$ cat config.mk
export PLATFORM = sky130hd
export DESIGN_NAME = dm_arbiter
export DESIGN_NICKNAME = d
export VERILOG_FILES = /design/src/rtl/dm_arbiter.sv
export SDC_FILE = /design/constraint.sdc
export NUM_CORES = 1
export LEC_CHECK = 0
export CAP_MARGIN = 20
export CORE_MARGIN = 8
export CORE_UTILIZATION = 32
export CTS_BUF_LIST = sky130_fd_sc_hd__clkbuf_4
export DETAILED_ROUTE_END_ITERATION = 10
export GPL_ROUTABILITY_DRIVEN = 0
export GPL_TIMING_DRIVEN = 0
export HOLD_SLACK_MARGIN = 0.02
export PLACE_DENSITY = 0.95
export SETUP_SLACK_MARGIN = 0.3
export SLEW_MARGIN = 20
export SYNTH_ARGS = -nofsm -noshare
export SYNTH_HDL_FRONTEND = slang
export SYNTH_SLANG_ARGS = --single-unit
export TNS_END_PERCENT = 10
$ cat constraint.sdc
create_clock -name clk -period 4.8 [get_ports clk]
set_clock_uncertainty 0.2 [all_clocks]
set_input_delay 0.48 -clock clk [delete_from_list [all_inputs] [get_ports clk]]
set_output_delay 0.48 -clock clk [all_outputs]
set_load 0.05 [all_outputs]
$ cat src/rtl/dm_arbiter.sv
// dm_arbiter: shares the single-port data memory (dm_4k) between the CPU
// load/store path and an external DMA master.
//
// The CPU path is combinational. A CPU access completes in the cycle it is
// requested, unless the DMA owns the port. In that case cpu_stall holds the PC.
//
// The DMA is granted bounded bursts of up to MAX_BURST consecutive beats.
//
// Optional feature:
//   Define DM_ARB_FAIR_EN to alternate simultaneous requests in S_IDLE
//   (round-robin). Without it, the CPU has fixed priority on ties.
//
// Handshake (DMA side): a beat transfers in every cycle where dma_req and
// dma_gnt are both high. dma_req/dma_we/dma_addr/dma_wdata must stay stable
// while dma_req is high and dma_gnt is low. Read data for a granted read beat
// appears on dma_rdata with a one-cycle dma_rvalid pulse in the next cycle.
//
// Debug: dbg_state and dbg_burst_cnt expose the arbiter FSM.
module dm_arbiter #(
  parameter int ADDR_W    = 10,
  parameter int DATA_W    = 32,
  parameter int MAX_BURST = 4
) (
  input  logic              clk,
  input  logic              reset,
  input  logic              cpu_req,
  input  logic              cpu_we,
  input  logic [ADDR_W-1:0] cpu_addr,
  input  logic [DATA_W-1:0] cpu_wdata,
  output logic [DATA_W-1:0] cpu_rdata,
  output logic              cpu_stall,
  input  logic              dma_req,
  input  logic              dma_we,
  input  logic [ADDR_W-1:0] dma_addr,
  input  logic [DATA_W-1:0] dma_wdata,
  output logic              dma_gnt,
  output logic [DATA_W-1:0] dma_rdata,
  output logic              dma_rvalid,
  output logic [ADDR_W-1:0] mem_addr,
  output logic [DATA_W-1:0] mem_din,
  output logic              mem_we,
  input  logic [DATA_W-1:0] mem_dout,
  output logic              dbg_state,
  output logic [3:0]        dbg_burst_cnt
);

  typedef enum logic {
    S_IDLE = 1'b0,
    S_DMA  = 1'b1
  } state_t;

  localparam logic       OWN_CPU    = 1'b0;
  localparam logic       OWN_DMA    = 1'b1;
  localparam logic [3:0] LAST_CNT   = 4'(MAX_BURST - 1);
  localparam logic       MULTI_BEAT = (MAX_BURST > 1);

  state_t     state;
  logic [3:0] burst_cnt;
  logic       last_owner;

  logic tie_to_dma;
  logic dma_win;
  logic dma_gnt_c;
  logic cpu_gnt_c;

  // Arbitration. All grants are forced low while reset is asserted.
  always_comb begin
`ifdef DM_ARB_FAIR_EN
    tie_to_dma = (last_owner == OWN_CPU);
`else
    tie_to_dma = 1'b0;
`endif
    dma_win   = (state == S_IDLE) && dma_req && (!cpu_req || tie_to_dma);
    dma_gnt_c = reset && ((state == S_DMA) ? dma_req : dma_win);
    cpu_gnt_c = reset && (state == S_IDLE) && !dma_win && cpu_req;
  end

  // Memory port mux. With no DMA grant the CPU inputs drive the port.
  // The CPU can only write while it actually holds the grant.
  always_comb begin
    dma_gnt   = dma_gnt_c;
    cpu_stall = reset && cpu_req && !cpu_gnt_c;
    cpu_rdata = mem_dout;
    if (dma_gnt_c) begin
      mem_addr = dma_addr;
      mem_din  = dma_wdata;
      mem_we   = dma_we;
    end else begin
      mem_addr = cpu_addr;
      mem_din  = cpu_wdata;
      mem_we   = cpu_gnt_c && cpu_we;
    end
  end

  // Burst FSM, owner history and registered DMA read data.
  always_ff @(posedge clk or negedge reset) begin
    if (!reset) begin
      state      <= S_IDLE;
      burst_cnt  <= 4'd0;
      last_owner <= OWN_DMA;
      dma_rdata  <= '0;
      dma_rvalid <= 1'b0;
    end else begin
      case (state)
        S_IDLE: begin
          if (dma_win && MULTI_BEAT) begin
            state     <= S_DMA;
            burst_cnt <= 4'd1;
          end
        end
        S_DMA: begin
          if (!dma_req || burst_cnt == LAST_CNT) begin
            state     <= S_IDLE;
            burst_cnt <= 4'd0;
          end else begin
            burst_cnt <= burst_cnt + 4'd1;
          end
        end
        default: begin
          state     <= S_IDLE;
          burst_cnt <= 4'd0;
        end
      endcase

      if (dma_gnt_c) begin
        last_owner <= OWN_DMA;
      end else if (cpu_gnt_c) begin
        last_owner <= OWN_CPU;
      end

      dma_rvalid <= dma_gnt_c && !dma_we;
      if (dma_gnt_c && !dma_we) begin
        dma_rdata <= mem_dout;
      end
    end
  end

  assign dbg_state     = state;
  assign dbg_burst_cnt = burst_cnt;

endmodule

After elaboration in Yosys (flattened, before gate mapping)

Cells that the tools add are included.

Reductions and logical operators: 16
Bitwise operators: 1
Add/sub/neg operators: 1
Mux-type cells: 10
Equal/unequal tests: 2

Operators with widths:

| cell                                                                   | number |
|---|---|
| 32-bit two-way mux                                                     | 1 |
| 1-bit logical AND                                                      | 10 |
| 10-bit two-way mux                                                     | 1 |
| 4-bit two-way mux                                                      | 2 |
| 4-bit one-hot mux with 2 select lines                                  | 1 |
| 1-bit logical NOT                                                      | 5 |
| 4-bit by 1-bit adder with 4-bit output (second input constant)         | 1 |
| 4-bit by 2-bit equality test with 1-bit output (second input constant) | 1 |
| 1-bit two-way mux                                                      | 4 |
| 2-bit != test (second input constant)                                  | 1 |
| 1-bit one-hot mux with 2 select lines                                  | 1 |
| 1-bit logical OR                                                       | 1 |
| 1-bit inverter                                                         | 1 |

Register bits after elaboration: 38
Output and inout port bits: 115

Longest topological paths before layout

Depth after elaboration: 8
Mapped depth: 4
Mapped depth without buffers: 3

Worst setup path before layout

No wires, ideal clock.

Kind: register -> output
Start point: reg state (netlist: dbg_state)
End point: out mem_we
Cell stages (with the launch flop): 4
Slack: 1.988 ns
Data arrival time: 2.132 ns
Cell sequence: dfrtp_1 nor2b_2 nand2_1 a21boi_0

Cells in the longest elaborated chain, start to end: 8
Elaborated cells on any way between the ends: 11
Classes of those cells: 2 x mux; 1 x bitwise; 8 x reduce/logical

RTL lines:

| what                            | line | text |
|---|---|---|
| start: declaration              | 57   | `state_t state;` |
| start signal: assignment        | 98   | `state <= S_IDLE;` |
| start signal: assignment        | 107  | `state <= S_DMA;` |
| start signal: assignment        | 113  | `state <= S_IDLE;` |
| 1-bit inverter                  | n/a  |  |
| 1-bit logical AND (2 in series) | 73   | `dma_win = (state == S_IDLE) && dma_req && (!cpu_req \|\| tie_to_dma);` |
| 1-bit logical NOT               | 75   | `cpu_gnt_c = reset && (state == S_IDLE) && !dma_win && cpu_req;` |
| 1-bit logical AND (2 in series) | 75   |  |
| 1-bit logical AND               | 91   | `mem_we = cpu_gnt_c && cpu_we;` |
| 1-bit two-way mux *             | 84   | `if (dma_gnt_c) begin` |
| end: declaration                | 41   | `output logic mem_we,` |

Every way passes the cells marked *; elsewhere a longest branch is shown, timed or not.

Final worst setup path

Start point: in reset
End point: out mem_din[13]

Cells in the longest elaborated chain, start to end: 2

RTL lines:

| what               | line | text |
|---|---|---|
| start: declaration | 25   | `input logic reset,` |
| 1-bit logical AND  | 74   | `dma_gnt_c = reset && ((state == S_DMA) ? dma_req : dma_win);` |
| 32-bit two-way mux | 84   |  |
| end: declaration   | 40   | `output logic [DATA_W-1:0] mem_din,` |

No other way between the ends.

==> results by group <==
STA
  • Final Hold Violating Endpoints: 0
  • Highest attainable clock frequency: 242 MHz
  • Final sum of negative setup slack: 0 ps
  • Transition time at the pin with the least slew margin: 580 ps
  • Worst slew margin: 61.2%
  • Final period utilization: 86.1%
  • Unrepaired setup endpoints after global routing: false
  • Worst Setup Slack, final: 666 ps
  • Min Tclk post-route: 4130 ps
  • Max-slew violation count: 0
  • Final count of negative-setup-slack endpoints: 0

Placed design
  • Placement Setup Slack: 1170 ps
  • Placed wire-length estimate: 8.97 mm
  • Total of buffers placed on input and output ports: 236

Cells and area
  • Antenna fix cells: 0
  • Area used by multi-input combinational logic: 0.00102 sq mm
  • Area added between synthesis and finish: 113%
  • Number of nets in the finished design: 545
  • Leading cell types in the layout, fill and taps excluded: sky130_fd_sc_hd__clkdlybuf4s50_1 (235), sky130_fd_sc_hd__mux2_2 (72), sky130_fd_sc_hd__dfrtp_1 (38)
  • Fraction of final layout cells sized beyond drive strength 1: 29.1%
  • Layout filler cell count: 511
  • Most frequent standard cell in the layout excluding fill and tap cells: sky130_fd_sc_hd__clkdlybuf4s50_1
  • Register Area: 951 sq um

Global routing
  • Number of antenna violations at the first check in global routing: 0
  • Wire length of the first global-routing pass: 15.5 mm
  • Global-route congestion overflow total: 0
  • Total global-route track usage: 19.9%
  • Maximum number of pins on one net before global-route repair: 24
  • Vias in the first global route: 2,617

CTS
  • Insertion delay to the later sink of the worst-skew pair: 330 ps
  • H-tree depth reported by CTS: 2
  • Total clock buffers created by CTS: 5
  • Buffer type at the clock tree root: sky130_fd_sc_hd__clkbuf_4
  • Clock Pin Slew Worst Setup and Hold Paths: 120 ps
  • TritonCTS clock tree: done
  • Clock Tree Buf Depth: 2
  • Clock Sinks: 38
  • Number of buffers inserted by post-CTS setup repair: 0

Logic synthesis
  • Proportion of synthesized area in mux cells: 37.2%
  • Simple-gate share of the synthesized area: 4.53%
  • Dominant cell type by area after synthesis: sky130_fd_sc_hd__dfrtp_1
  • FF+latch count, synth: 38
  • Gate count of the mapped netlist: 177
  • Register area share after synthesis: 42.0%
  • Cell types occupying the most area after synthesis: sky130_fd_sc_hd__dfrtp_1 (42%), sky130_fd_sc_hd__mux2_2 (36%), sky130_fd_sc_hd__buf_4 (11%)
  • Share of the synthesized netlist area taken by xor and xnor gates: 0.387%
  • Count of unique library cells instantiated by Yosys: 24
  • Post-Synthesis Mean Instance Area: 12.8 sq um
  • Largest family of logic cells by synthesized area: multiplexers
  • Synthesis warning total: 0
  • Cell area after technology mapping: 0.00227 sq mm
  • Share of the synthesized area in compound gates (AO/OA/AOI/OAI): 2.37%
  • Arithmetic-cell share of the synthesized area counting full adders, half adders and majority gates: 0.552%
  • Synth top area share: 42.0%
  • Total nets after synthesis: 300

Setup path
  • Endpoint kind of the worst setup timing path: output port
  • WS Path Type: in2out
  • Crit path arrival time: 3450 ps
  • Depth of the worst register-to-register path: 4
  • Required time of the critical path: 4120 ps
  • Dominant cell type by count on the critical path: sky130_fd_sc_hd__buf_2
  • Cells traversed along the worst timing path: dlygate4sd3_1 -> buf_2 -> buf_16 -> nand2_1 -> nor2_4 -> buf_2 -> mux2_2 -> clkdlybuf4s50_1
  • Master of the slowest instance on the critical path: sky130_fd_sc_hd__clkdlybuf4s50_1
  • Max incr delay on CP: 720 ps
  • Maximum fanout along the worst path: 23
  • R2r endpoint: dma_rdata[5]
  • Setup crit start kind: input pin
  • Launching point of the worst reg2reg path: dbg_state
  • Reg2reg setup slack: 2910 ps

Drt
  • Via-per-instance ratio: 4.48
  • Routed Wire Length: 10.5 mm
  • Post-route antenna net violation count: 0
  • Wire length per cell after detailed routing: 20.1 um
  • DRC viols: 0
  • Router iterations before antenna repair: 4
  • Drt initial violations: 54
  • Vias after detailed routing: 2,326

Power
  • Net switching fraction of the power: 45.6%
  • Share of total power in combinational logic: 60.3%
  • Sequential share of power: 28.8%
  • Proportion of power drawn by the clock network: 10.9%
  • Total leakage power: 1.96 nW
  • Max rail drop VDD: 235 uV
  • Int Pwr: 0.801 mW
  • Net Switching: 0.671 mW
  • Cell Pwr Density: 305 mW/mm^2

Worst hold path
  • Min-delay worst type: reg2reg
  • Hold Path Origin: dma_rdata[17]
  • Endpoint with the worst hold slack: dma_rdata[17]
  • Number of cells traversed by the worst hold path: 1

Die
  • Effective utilization at floorplan: 33.2%
  • DIE HEIGHT: 100 um
  • Die outline width: 100 um
  • Floorplan row count: 30
  • Area inside the core boundary: 0.00683 sq mm
  • Die area: 0.0100 sq mm
  • Boundary pin count: 237

Flow run
  • Max-cap violation count: 0

Status
  • Result of the run: finished, final reports clean
## layer usage
layer	routed length [um]	part of all wire (%)	vias to the layer above	global-route usage, %
met5	0	0	-	0
met4	74	0.71	0	3.84
met3	1030	9.9	6	7.54
met2	5560	53	125	38.1
met1	3790	36	1112	20.0
li1	-	-	1083	-
## area by class of cell
cell class                      count  area share, %
Sequential cell                    38           19.7
Multi-Input combinational cell    100           21.1
Buffer                             39           6.08
Tap cell                           96           2.48
Timing Repair Buffer              238           49.5
Clock inverter                      3          0.336
Clock buffer                        5          0.776
## power by group through the flow
stage	registers, mW	logic, mW	clock network, mW
finish	0.424	0.888	0.161
global route	0.432	0.919	0.182
CTS	0.424	0.897	0.172
detailed placement	0.431	0.892	0
global placement	0.424	0.880	0
floorplan	0.661	0.289	0
## registers in the layout, indices dropped and copies added (netlist names)
| name | flops |
|---|---|
| dma_rdata | 32 |
| dbg_state | 1 |
| dma_rvalid | 1 |
| dbg_burst_cnt | 4 |
## worst max-delay path by stage
stage               slack, ps           to      start
floorplan                1990       mem_we  dbg_state
global placement         -160  mem_addr[3]      reset
detailed placement       1170  mem_din[13]      reset
CTS                       620  mem_din[30]      reset
global route              440  mem_din[30]      reset
finish                    670  mem_din[13]      reset
## worst max-delay path, delay by kind of cell
kind	cells	cell delay (ps)
muxes	1	390
buffers and inverters	5	2210
and+or+nand+nor	2	350
## Yosys cell counts (all sizes together)
library cell  count
nand2             4
nor3              1
ha                1
o21bai            1
a21oi             1
o2bb2ai           3
mux2             74
nor3b             1
mux2i             1
and3              1
nor2              2
dfrtp            38
nand3             3
a21boi            1
xor2              1
nor2b             3
o31ai             1
buf              39
nand2b            1
## timing repair
action	4_1_cts	5_1_grt
hold endpoints to repair	22	0
resized for setup	0	0
setup endpoints to repair	0	0
hold buffers	1	0
## logic make-up (layout without fill, tap and decap cells)
group / after synthesis / in the layout
xor gates and xnor gates: 1 / 1
AOI/OAI and AO/OA: 7 / 7
and+or+nand+nor: 16 / 16
buffers and inverters: 39 / 285
DFF: 38 / 38
adders and majority gates: 1 / 1
muxes: 75 / 75
## metrics by stage
step	instance area (sq um)	hold slack (ps)	util, %	std cells	total power [mW]
floorplan	2270	-15.6	-	177	0.950
CTS	4830	324	70.8	519	1.49
global route	4830	340	70.8	519	1.53
global placement	4750	289	69.5	509	1.30
detailed placement	4770	298	69.8	510	1.32
finish	4830	317	70.8	519	1.47
Note: power is estimated with default switching activity, not from simulation.
